[src/rtl/kv_response_serializer.sv]
// kv_response_serializer
// Takes one completed key-value transaction from the store and streams it
// to the UART transmitter as a byte frame. The frame is a header, the key
// MSB first, the value MSB first, and an optional XOR checksum. Bytes
// leave on a valid/ready handshake. An optional run of idle cycles can be
// placed between the bytes of one frame.
module kv_response_serializer #(
    parameter logic [3:0] HEADER_TAG    = 4'hA,
    parameter bit         SEND_CHECKSUM = 1'b1,
    parameter int         GAP_CYCLES    = 0
) (
    input  logic        tick_in,
    input  logic        rst,
    input  logic        resp_valid,
    output logic        resp_ready,
    input  logic [1:0]  signal,
    input  logic        transact_kind,
    input  logic [31:0] key,
    input  logic [31:0] transact_value,
    output logic [7:0]  byte_out,
    output logic        byte_valid,
    input  logic        byte_ready,
    output logic        newbyt,
    output logic        frame_done
);

    typedef enum logic [1:0] {
        ST_IDLE,
        ST_SEND,
        ST_GAP
    } state_t;

    // Index of the final byte: the checksum slot when it is sent, else the
    // last value byte.
    localparam logic [3:0] LAST_IDX = SEND_CHECKSUM ? 4'd9 : 4'd8;
    localparam logic [7:0] GAP_LOAD = 8'(GAP_CYCLES);
    localparam bit         USE_GAP  = (GAP_CYCLES > 0);

    state_t      state;
    logic [71:0] frame_reg;
    logic [3:0]  idx;
    logic [7:0]  gap_cnt;
    logic [7:0]  checksum;

    logic [7:0]  header;
    logic        accept;
    logic [3:0]  next_idx;
    logic [7:0]  next_chk;

    // Selects frame byte i from the captured header/key/value. Slot 9 is
    // the running checksum that the caller supplies.
    function automatic logic [7:0] pick_byte(input logic [71:0] frame,
                                             input logic [3:0]  i,
                                             input logic [7:0]  chk);
        logic [7:0] b;
        case (i)
            4'd0:    b = frame[71:64];
            4'd1:    b = frame[63:56];
            4'd2:    b = frame[55:48];
            4'd3:    b = frame[47:40];
            4'd4:    b = frame[39:32];
            4'd5:    b = frame[31:24];
            4'd6:    b = frame[23:16];
            4'd7:    b = frame[15:8];
            4'd8:    b = frame[7:0];
            default: b = chk;
        endcase
        return b;
    endfunction

    // The block takes a new transaction only while idle.
    assign resp_ready = (state == ST_IDLE);

    // Handshake decode and the values the next byte selection needs. The
    // checksum here already includes the byte currently being accepted.
    always_comb begin
        header   = {HEADER_TAG, signal, transact_kind, 1'b0};
        accept   = byte_valid && byte_ready;
        next_idx = idx + 4'd1;
        next_chk = checksum ^ byte_out;
    end

    // Frame sequencer. It captures a transaction, presents one byte at a
    // time, and advances on each accepted byte. The next byte is loaded
    // into byte_out on the same edge as the accept, so that with no gap a
    // byte can leave on every cycle.
    always_ff @(posedge tick_in) begin
        if (rst) begin
            state      <= ST_IDLE;
            frame_reg  <= '0;
            idx        <= '0;
            gap_cnt    <= '0;
            checksum   <= '0;
            byte_out   <= '0;
            byte_valid <= 1'b0;
            newbyt     <= 1'b0;
            frame_done <= 1'b0;
        end else begin
            frame_done <= 1'b0;
            case (state)
                ST_IDLE: begin
                    if (resp_valid) begin
                        frame_reg  <= {header, key, transact_value};
                        byte_out   <= header;
                        byte_valid <= 1'b1;
                        idx        <= '0;
                        checksum   <= '0;
                        state      <= ST_SEND;
                    end
                end
                ST_SEND: begin
                    if (accept) begin
                        newbyt   <= ~newbyt;
                        checksum <= next_chk;
                        idx      <= next_idx;
                        if (idx == LAST_IDX) begin
                            byte_valid <= 1'b0;
                            frame_done <= 1'b1;
                            idx        <= '0;
                            checksum   <= '0;
                            state      <= ST_IDLE;
                        end else if (USE_GAP) begin
                            byte_valid <= 1'b0;
                            gap_cnt    <= GAP_LOAD;
                            state      <= ST_GAP;
                        end else begin
                            byte_out <= pick_byte(frame_reg, next_idx, next_chk);
                        end
                    end
                end
                ST_GAP: begin
                    if (gap_cnt <= 8'd1) begin
                        byte_out   <= pick_byte(frame_reg, idx, checksum);
                        byte_valid <= 1'b1;
                        state      <= ST_SEND;
                    end else begin
                        gap_cnt <= gap_cnt - 8'd1;
                    end
                end
                default: begin
                    byte_valid <= 1'b0;
                    state      <= ST_IDLE;
                end
            endcase
        end
    end

endmodule
[config.mk]
export PLATFORM = sky130hd
export DESIGN_NAME = kv_response_serializer
export DESIGN_NICKNAME = d
export VERILOG_FILES = /design/src/rtl/kv_response_serializer.sv
export SDC_FILE = /design/constraint.sdc
export NUM_CORES = 1
export LEC_CHECK = 0
export ABC_CLOCK_PERIOD_IN_PS = 5500
export BUFFER_PORTS_ARGS = -buffer_cell sky130_fd_sc_hd__buf_2
export CORE_AREA = 2 2 74 104
export CTS_BUF_LIST = sky130_fd_sc_hd__clkbuf_8
export DETAILED_ROUTE_END_ITERATION = 7
export DIE_AREA = 0 0 76 106
export PLACE_DENSITY = 0.88
export SETUP_SLACK_MARGIN = 0.4
export SYNTH_ARGS = -nofsm -noshare
export SYNTH_HDL_FRONTEND = slang
export SYNTH_SLANG_ARGS = --single-unit
[constraint.sdc]
create_clock -name tick_in -period 5.5 [get_ports tick_in]
set_input_delay 0.275 -clock tick_in [delete_from_list [all_inputs] [get_ports tick_in]]
set_output_delay 0.275 -clock tick_in [all_outputs]
set_load 0.02 [all_outputs]
-- Yosys cells after proc, flatten, opt, wreduce, memory -nomap -nowiden
Cells that the tools add are included.
- bits in registers: 101
- output and inout port bits: 12
- word-level logic and storage cells: 80
- add/subtract/negate cells: 2
- order comparisons: 1
- eq/ne operators: 24
- mux-type cells: 26
- bitwise operators: 5
- reductions and logical operators: 13
- operator list (cell ; number):
    one-hot mux 8 bit (9 select lines) ; 2
    two-way mux 8 bit ; 7
    == test 4 x 3 -> 1 bit, second input constant ; 8
    one-hot mux 8 bit (3 select lines) ; 1
    == test 4 x 2 -> 1 bit, second input constant ; 4
    one-hot mux 8 bit (2 select lines) ; 1
    == test 4 bit, second input constant ; 3
    two-way mux 4 bit ; 3
    != test 2 bit, second input constant ; 5
    == test 4 x 1 -> 1 bit, second input constant ; 2
    <= comparator 8 x 1 -> 1 bit, second input constant ; 1
    logical NOT 4 bit ; 2
    two-way mux 2 bit ; 4
    one-hot mux 4 bit (2 select lines) ; 1
    subtractor 8 x 1 -> 8 bit, second input constant ; 1
    bitwise XOR 8 bit ; 1
    one-hot mux 2 bit (3 select lines) ; 1
    AND reduction 2 bit ; 3
    two-way mux 1 bit ; 5
    AND reduction 5 bit ; 1
    adder 4 x 1 -> 4 bit, second input constant ; 1
    inverter 1 bit ; 4
    AND reduction 4 bit ; 1
    one-hot mux 1 bit (3 select lines) ; 1
    8 further kinds ; 8

-- Logic depth before layout (Yosys ltp)
Gate-level depths: netlist (run 1).
- word-level depth: 6
- gate-level depth with buffers: 10

-- Worst setup path after synthesis (run 1)
Ideal clock, no wire load.
- kind: reg2reg
- from: register idx[0]
- to: register byte_out[7]
- data arrival time: 1.959 ns
- required time: 5.367 ns
- slack: 3.408 ns
- stages on the path, launching flop included: 9
- path buffers: 1
- period minus slack after synthesis: 2.092 ns
- path through: dfxtp_1 > ha_1 > buf_6 > nand4_2 > or2_4 > and2_4 > a311o_1 > a221oi_2 > a2111oi_2
- word-level cells in the longest chain between the ends: 6
- ends and longest elaborated chain (what ; line ; RTL):
    from (decl) ; 41 ; logic [3:0] idx;
    from (signal assigned) ; 115 ; idx <= next_idx;
    adder 4 x 1 -> 4 bit ; 79 ; next_idx = idx + 4'd1;
    == test 4 bit, or another cell as far along ; 56 ; case (i)
    one-hot mux 8 bit (9 select lines) ; 56 ;
    two-way mux 8 bit ; 116 ; if (idx == LAST_IDX) begin
    two-way mux 8 bit ; 112 ; if (accept) begin
    one-hot mux 8 bit (3 select lines) ; 100 ; case (state)
    to (signal assigned) ; 104 ; byte_out <= header;
    to (signal assigned) ; 127 ; byte_out <= pick_byte(frame_reg, next_idx, next_chk);
    to (signal assigned) ; 133 ; byte_out <= pick_byte(frame_reg, idx, checksum);
    to (decl) ; 20 ; output logic [7:0] byte_out,
Several ways; a longest one is shown, not always the timed one. The select of a mux whose other input is x is not followed.
A chain may end at the register's enable or synchronous reset.

-- Final worst setup path (run 1)
- from: register idx[0]
- to: register byte_out[0]
The elaborated chain is that of the path after synthesis.

==> results of run 1 <==
## Yosys cell counts, drive strengths merged (4+ instances only)
master    n  share of area, %
a22o      6               1.3
a21oi    88                11
nor2     33               3.0
mux2i     4              0.96
buf      13               1.8
and2      5              0.81
ha        5               1.5
a21o      4              0.72
clkbuf   30               2.7
nand2   153                14
dfxtp    91                44
nand3b    8               1.4
inv      10              0.90
o21ai    20               2.4
a22oi     9               1.6
a221oi    6               1.6
nor2b     5              0.75
nor3      5              0.60
a222oi    4              0.96
a31oi     9               1.3
nand3     5              0.60
o22ai     4              0.75
## routing by layer
layer / up-vias / share of wire, %
met2: 143 / 49
met3: 27 / 5.1
met4: 0 / 3.9
li1: 2003 / -
met5: - / 0
met1: 1851 / 42
## area by class of cell
type                    count  area (um^2)  area share [%]
inverters                  10        37.54          0.7802
clock buffers              10        137.6           2.861
multi-input cells         404         2148           44.66
clock inverters             6        103.9           2.159
flip-flops and latches     91         1822           37.87
well taps                  97        121.4           2.523
repair buffers             86        440.4           9.155
## logic make-up (layout without fill, tap and decap cells)
family,after synthesis,count (layout),share of synthesized area [%]
AND/OR/NAND/NOR,223,223,22.58
AO/OA/AOI/OAI,168,168,25.18
flip-flops,91,91,43.54
buffers and inverters,53,112,5.353
adder cells (fa/ha/maj),5,5,1.495
multiplexers,5,5,1.226
XOR/XNOR,3,3,0.6281
## how the worst min path moves through the flow
stage	depth (start not counted)	slack [ps]	to
after detailed placement	2	450	frame_reg[35]
after global placement	2	440	frame_reg[28]
after CTS	3	130	frame_reg[57]
after floorplan	2	410	frame_reg[0]
after global routing	3	130	frame_reg[10]
final	3	140	frame_reg[45]
## report_power, final
part	internal [mW]	total (mW)	switching, mW
Combinational	0.0602	0.155	0.0951
Clock	0.311	0.544	0.233
Sequential	0.693	0.719	0.0265
Total	1.06	1.42	0.355
## worst max-delay path, stage by stage (launching register included)
cell and delay, ps:
dfxtp_1 520, ha_1 460, nand4_2 190, o21ai_0 900
o31ai_1 170, a2111oi_0 450, a41oi_1 160
## placed cells by master (no fill, tap or decap), drive strengths merged, types with 2 or more instances in the layout
master | netlist | layout
nand2 | 153 | 153
dfxtp | 91 | 91
a21oi | 88 | 88
buf | 13 | 86
nor2 | 33 | 33
o21ai | 20 | 20
inv | 10 | 11
clkbuf | 30 | 10
a22oi | 9 | 9
a31oi | 9 | 9
nand3b | 8 | 8
a22o | 6 | 6
a221oi | 6 | 6
nand3 | 5 | 5
nor3 | 5 | 5
ha | 5 | 5
nor2b | 5 | 5
and2 | 5 | 5
a222oi | 4 | 4
mux2i | 4 | 4
a21o | 4 | 4
o22ai | 4 | 4
a32oi | 3 | 3
xor2 | 3 | 3
and3 | 3 | 3
bufinv | 0 | 3
o221ai | 2 | 2
a21boi | 2 | 2
a32o | 2 | 2
a41oi | 2 | 2
or3 | 2 | 2
clkinv | 0 | 2
or2 | 2 | 2
a2111oi | 2 | 2
==> impl_metrics.py, run 1 <==
metrics = {
    "status": {
        "run_status": "completed",
    },
    "timing": {
        "fin_crit_sh_pct": 54.08,
        "clock_skew_ps": 7.553,
        "post-route-worst-setup-slack_ps": 2525,
        "max_slew_margin_pct": 25.58,
        "worst_hold_slack_ps": 137.2,
        "rsz0062_at_grt": "false",
        "worst-slew-pin-transition_ps": 1105,
        "finalCriticalPeriod_ps": 2975,
        "setup_viol_count_final": 0,
        "drv_slew": 0,
        "final.setup.tns_ps": 0,
        "maximum_clock_frequency_mhz": 336.2,
        "timing.final.hold_violations": 0,
    },
    "power": {
        "irDropWorstVdd_mv": 0.2288,
        "total_power_mw": 1.419,
        "p_leak_nw": 1.944,
        "power.density_nw_per_um2": 294.9,
    },
    "grt": {
        "grt_busiest_layer": "met2",
        "grt_max_degree": 93,
        "met3_usage_pct": 5.857,
        "grt.total_usage_pct": 27.34,
        "number_of_global_route_vias_before_repair": 3766,
        "grt.met2_usage_pct": 45.66,
        "globalRouteMet1Util_pct": 34.16,
        "grt_first_pass_wirelength_mm": 17.72,
        "antenna_found_initial": 0,
        "globalRouteOverflowTotal": 0,
    },
    "route": {
        "routed_wirelength_mm": 10.70,
        "detailroute.via_count": 4024,
        "post_drt_via_cell_ratio": 5.716,
        "drtPass1Iterations": 7,
        "count_of_antenna_violating_nets_left_after_detailed_routing": 0,
        "routed_wire_length_per_instance_um": 15.20,
        "initialDrtViolationCount": 414,
        "drc_errors": 0,
    },
    "yosys": {
        "ys_seq_area_share_pct": 43.54,
        "synth-async-reset-ratio_pct": 0,
        "dominantRegCellSynth": "dfxtp_1",
        "syn-mean-instance-area_um2": 7.635,
        "mappedNetlistArea_um2": 4184,
        "mappedNetlistNets": 624,
        "count_of_different_cell_masters_after_synthesis": 51,
        "synthCells": 548,
        "ys_warn_count": 0,
        "ys_ff_latch": 91,
        "synth_enable_flop_cells": 0,
    },
    "worst_hold_path": {
        "timing.hold.worst.start": "key[13]",
        "hold_class": "in2reg",
    },
    "critical_path": {
        "worstSetupEndpoint": "byte_out[0]",
        "r2r_cells": 6,
        "cp-start-kind": "flip-flop",
        "r2r_setup_slack_ps": 2530,
        "r2r_end": "byte_out[0]",
        "critical_path_peak_fanout": 11,
        "crit_path_start": "idx[0]",
        "data_required_time_at_the_worst_endpoint_ps": 5740,
        "reg2reg_from": "idx[0]",
        "critical_path_class": "reg2reg",
        "critical_path_arrival_ps": 3220,
        "crit_path_end_kind": "flip-flop",
    },
    "cts": {
        "tritoncts": "yes",
        "cts.root.buffer_cell": "clkbuf_8",
        "cts_inserted_buffers": 9,
        "path_clk_slew_ps": 90,
        "cts_hold_buffers": 0,
        "clock_insertion_delay_worst_skew_ps": 370,
        "ctsLongestPathBuffers": 2,
        "cts.htree.levels": 3,
        "post_cts_setup_buffer_count": 0,
        "cts_resized": 0,
        "cts_sinks": 91,
    },
    "layout": {
        "layout.cell_area.non_filler_um2": 4811,
        "num_antenna_cells": 0,
        "drive_gt1_share_pct": 19.11,
        "layout.filler_cells": 635,
        "largest_register_ff_count": 68,
        "flow.area_growth_from_synthesis_pct": 14.98,
        "num-nets-final": 678,
        "final_cell_count_no_fill": 704,
        "finish.utilization_pct": 67.04,
    },
    "floorplan": {
        "overall_die_height_um": 106,
        "fp.dieArea_um2": 8056,
        "io-pin-count": 83,
        "coreArea_um2": 7176,
        "placement_rows": 37,
        "dieWidth_um": 76,
        "start_util_pct": 58.31,
    },
    "placement": {
        "preCtsSetupSlack_ps": 2600,
        "detailed_place_hpwl_mm": 7.488,
        "cell_area_after_placement_um2": 4569,
        "gp_congestion": 0.9600,
        "post-place-cells": 688,
        "portBuffers": 82,
    },
    "flow_run": {
        "drv_cap": 0,
    },
}
Note: power is estimated with default switching activity, not from simulation.
==> run 2, diff against run 1 <==
ABC_CLOCK_PERIOD_IN_PS = 2700   (was 5500)
CORE_AREA = 2 2 80 113   (was 2 2 74 104)
DIE_AREA = 0 0 82 115   (was 0 0 76 106)
PLACE_DENSITY = 0.8   (was 0.88)
clock period = 2.7 ns   (was 5.5 ns; I/O delays follow)
==> run 2 against run 1 <==
Net effect:
- critical path depth increased by 1
- sequential cell count unchanged
- non-clock buffer count increased by 34
- via count increased by 2.3%
- setup slack got worse by 2000 ps
- count of clock-buffer cells in the layout decreased by 1
- total power increased by 91%
- highest routed layer unchanged
==> impl_metrics.py, run 2 (synthesis results as in run 1) <==
metrics = {
    "floorplan": {
        "dieWidth_um": 82,
        "start_util_pct": 49.76,
        "overall_die_height_um": 115,
        "coreArea_um2": 8408,
        "io-pin-count": 83,
        "placement_rows": 40,
        "fp.dieArea_um2": 9430,
    },
    "route": {
        "route.met2.wl_mm": 5.971,
        "highest-signal-layer": "met4",
        "count_of_antenna_violating_nets_left_after_detailed_routing": 0,
        "drc_errors": 0,
        "drtPass1Iterations": 5,
        "routed_wirelength_mm": 11.80,
        "met3_wirelength_um": 550,
        "post_drt_via_cell_ratio": 5.523,
        "routed_wire_length_per_instance_um": 15.84,
        "detailroute.via_count": 4115,
        "initialDrtViolationCount": 257,
        "met1_length_mm": 4.902,
    },
    "layout": {
        "num-nets-final": 712,
        "mostFrequentLayoutCells": "nand2_1 (151), dfxtp_1 (89), a21oi_1 (86), buf_2 (82), nor2_1 (32)",
        "drive_gt1_share_pct": 20.47,
        "largest_register_ff_count": 68,
        "layout.filler_cells": 776,
        "num_antenna_cells": 0,
        "final_cell_count_no_fill": 745,
        "layout_commonest_cell": "nand2_1",
        "flow.area_growth_from_synthesis_pct": 21.86,
    },
    "timing": {
        "drv_slew": 0,
        "fin_crit_sh_pct": 79.72,
        "finalCriticalPeriod_ps": 2153,
        "clock_skew_ps": 9.395,
        "maximum_clock_frequency_mhz": 464.6,
        "rsz0062_at_grt": "false",
        "max_slew_margin_pct": 37.65,
        "timing.final.hold_violations": 0,
        "worst-slew-pin-transition_ps": 935.3,
        "setup_viol_count_final": 0,
        "final.setup.tns_ps": 0,
    },
    "grt": {
        "grt_first_pass_wirelength_mm": 18.29,
        "grt.total_usage_pct": 25.57,
        "antenna_found_initial": 0,
        "grt_max_degree": 52,
        "number_of_global_route_vias_before_repair": 3830,
        "globalRouteOverflowTotal": 0,
    },
    "power": {
        "irDropWorstVdd_mv": 0.3191,
        "p_leak_nw": 2.065,
        "total_power_mw": 2.705,
        "power.density_nw_per_um2": 530.6,
    },
    "status": {
        "run_status": "completed",
    },
    "cts": {
        "cts.root.buffer_cell": "clkbuf_8",
        "path_clk_slew_ps": 90,
        "cts_sinks": 91,
        "tritoncts": "yes",
        "cts_inserted_buffers": 9,
        "post_cts_setup_buffer_count": 0,
        "clock_insertion_delay_worst_skew_ps": 360,
        "cts.htree.levels": 3,
        "ctsLongestPathBuffers": 2,
    },
    "placement": {
        "detailed_place_hpwl_mm": 8.436,
        "post-place-cells": 708,
        "gp_congestion": 0.9325,
        "portBuffers": 82,
    },
    "critical_path": {
        "cp-start-kind": "flip-flop",
        "critical_path_peak_fanout": 11,
        "data_required_time_at_the_worst_endpoint_ps": 2920,
        "crit_path_end_kind": "flip-flop",
        "critical_path_arrival_ps": 2370,
        "critical_path_class": "reg2reg",
    },
    "worst_hold_path": {
        "hold_class": "in2reg",
    },
    "flow_run": {
        "drv_cap": 0,
    },
}
==> run 2: final cells by class <==
class / count / area [um^2] / area share [%]
clock buffer: 9 / 123.9 / 2.429
multi-input combinational: 404 / 2161 / 42.38
inverter: 10 / 37.54 / 0.7362
tap: 105 / 131.4 / 2.577
sequential: 91 / 1824 / 35.78
timing repair buffer: 120 / 763.2 / 14.97
clock inverter: 6 / 57.56 / 1.129
==> run 2: routing by layer <==
| metal | track usage, % | vias up |
|---|---|---|
| li1 | - | 2063 |
| met5 | 0 | - |
| met4 | 11.11 | 0 |
| met3 | 3.846 | 23 |
| met2 | 45.09 | 135 |
| met1 | 30.14 | 1894 |
==> run 2: final timing paths <==
kind / from / to / slack, ps / cells past startpoint
worst min-delay path: transact_value[14] / frame_reg[14] / 10 / 3
worst max register to register: idx[0] / byte_out[7] / 550 / 7
worst max-delay path: idx[0] / byte_out[7] / 550 / 7
worst min register to register: frame_reg[52] / frame_reg[52] / 460 / 2
==> run 2: through the flow <==
stage	hold slack [ps]	util, %	setup WS (ps)	area (um^2)
6_report	9.782	60.64	547.4	5099
3_3_place_gp	376.8	55.68	335.3	4682
4_1_cts	1.174	60.62	470.6	5097
5_1_grt	4.637	60.64	404.4	5099
3_5_place_dp	381.2	55.68	282.2	4682
2_1_floorplan	271.0	-	607.7	4184
==> run 2: power by group <==
group	switching (mW)	leakage, nW	internal [mW]
Combinational	0.206	1.22	0.152
Clock	0.465	0.0946	0.416
Sequential	0.0550	0.746	1.41
==> run 2: critical path: stages, from the launching register on <==
cell and delay, ps:
dfxtp_2 450, ha_4 240, nand4_2 160, or2_4 280, and2_4 160, a311o_1 370, a221oi_2 240, a2111oi_2 110
==> run 2: timing repair <==
action | 4_1_cts | 5_1_grt
setup endpoints to repair | 3 | 6
hold buffers | 22 | 0
gates resized for setup | 3 | 1
hold endpoints to repair | 22 | 0
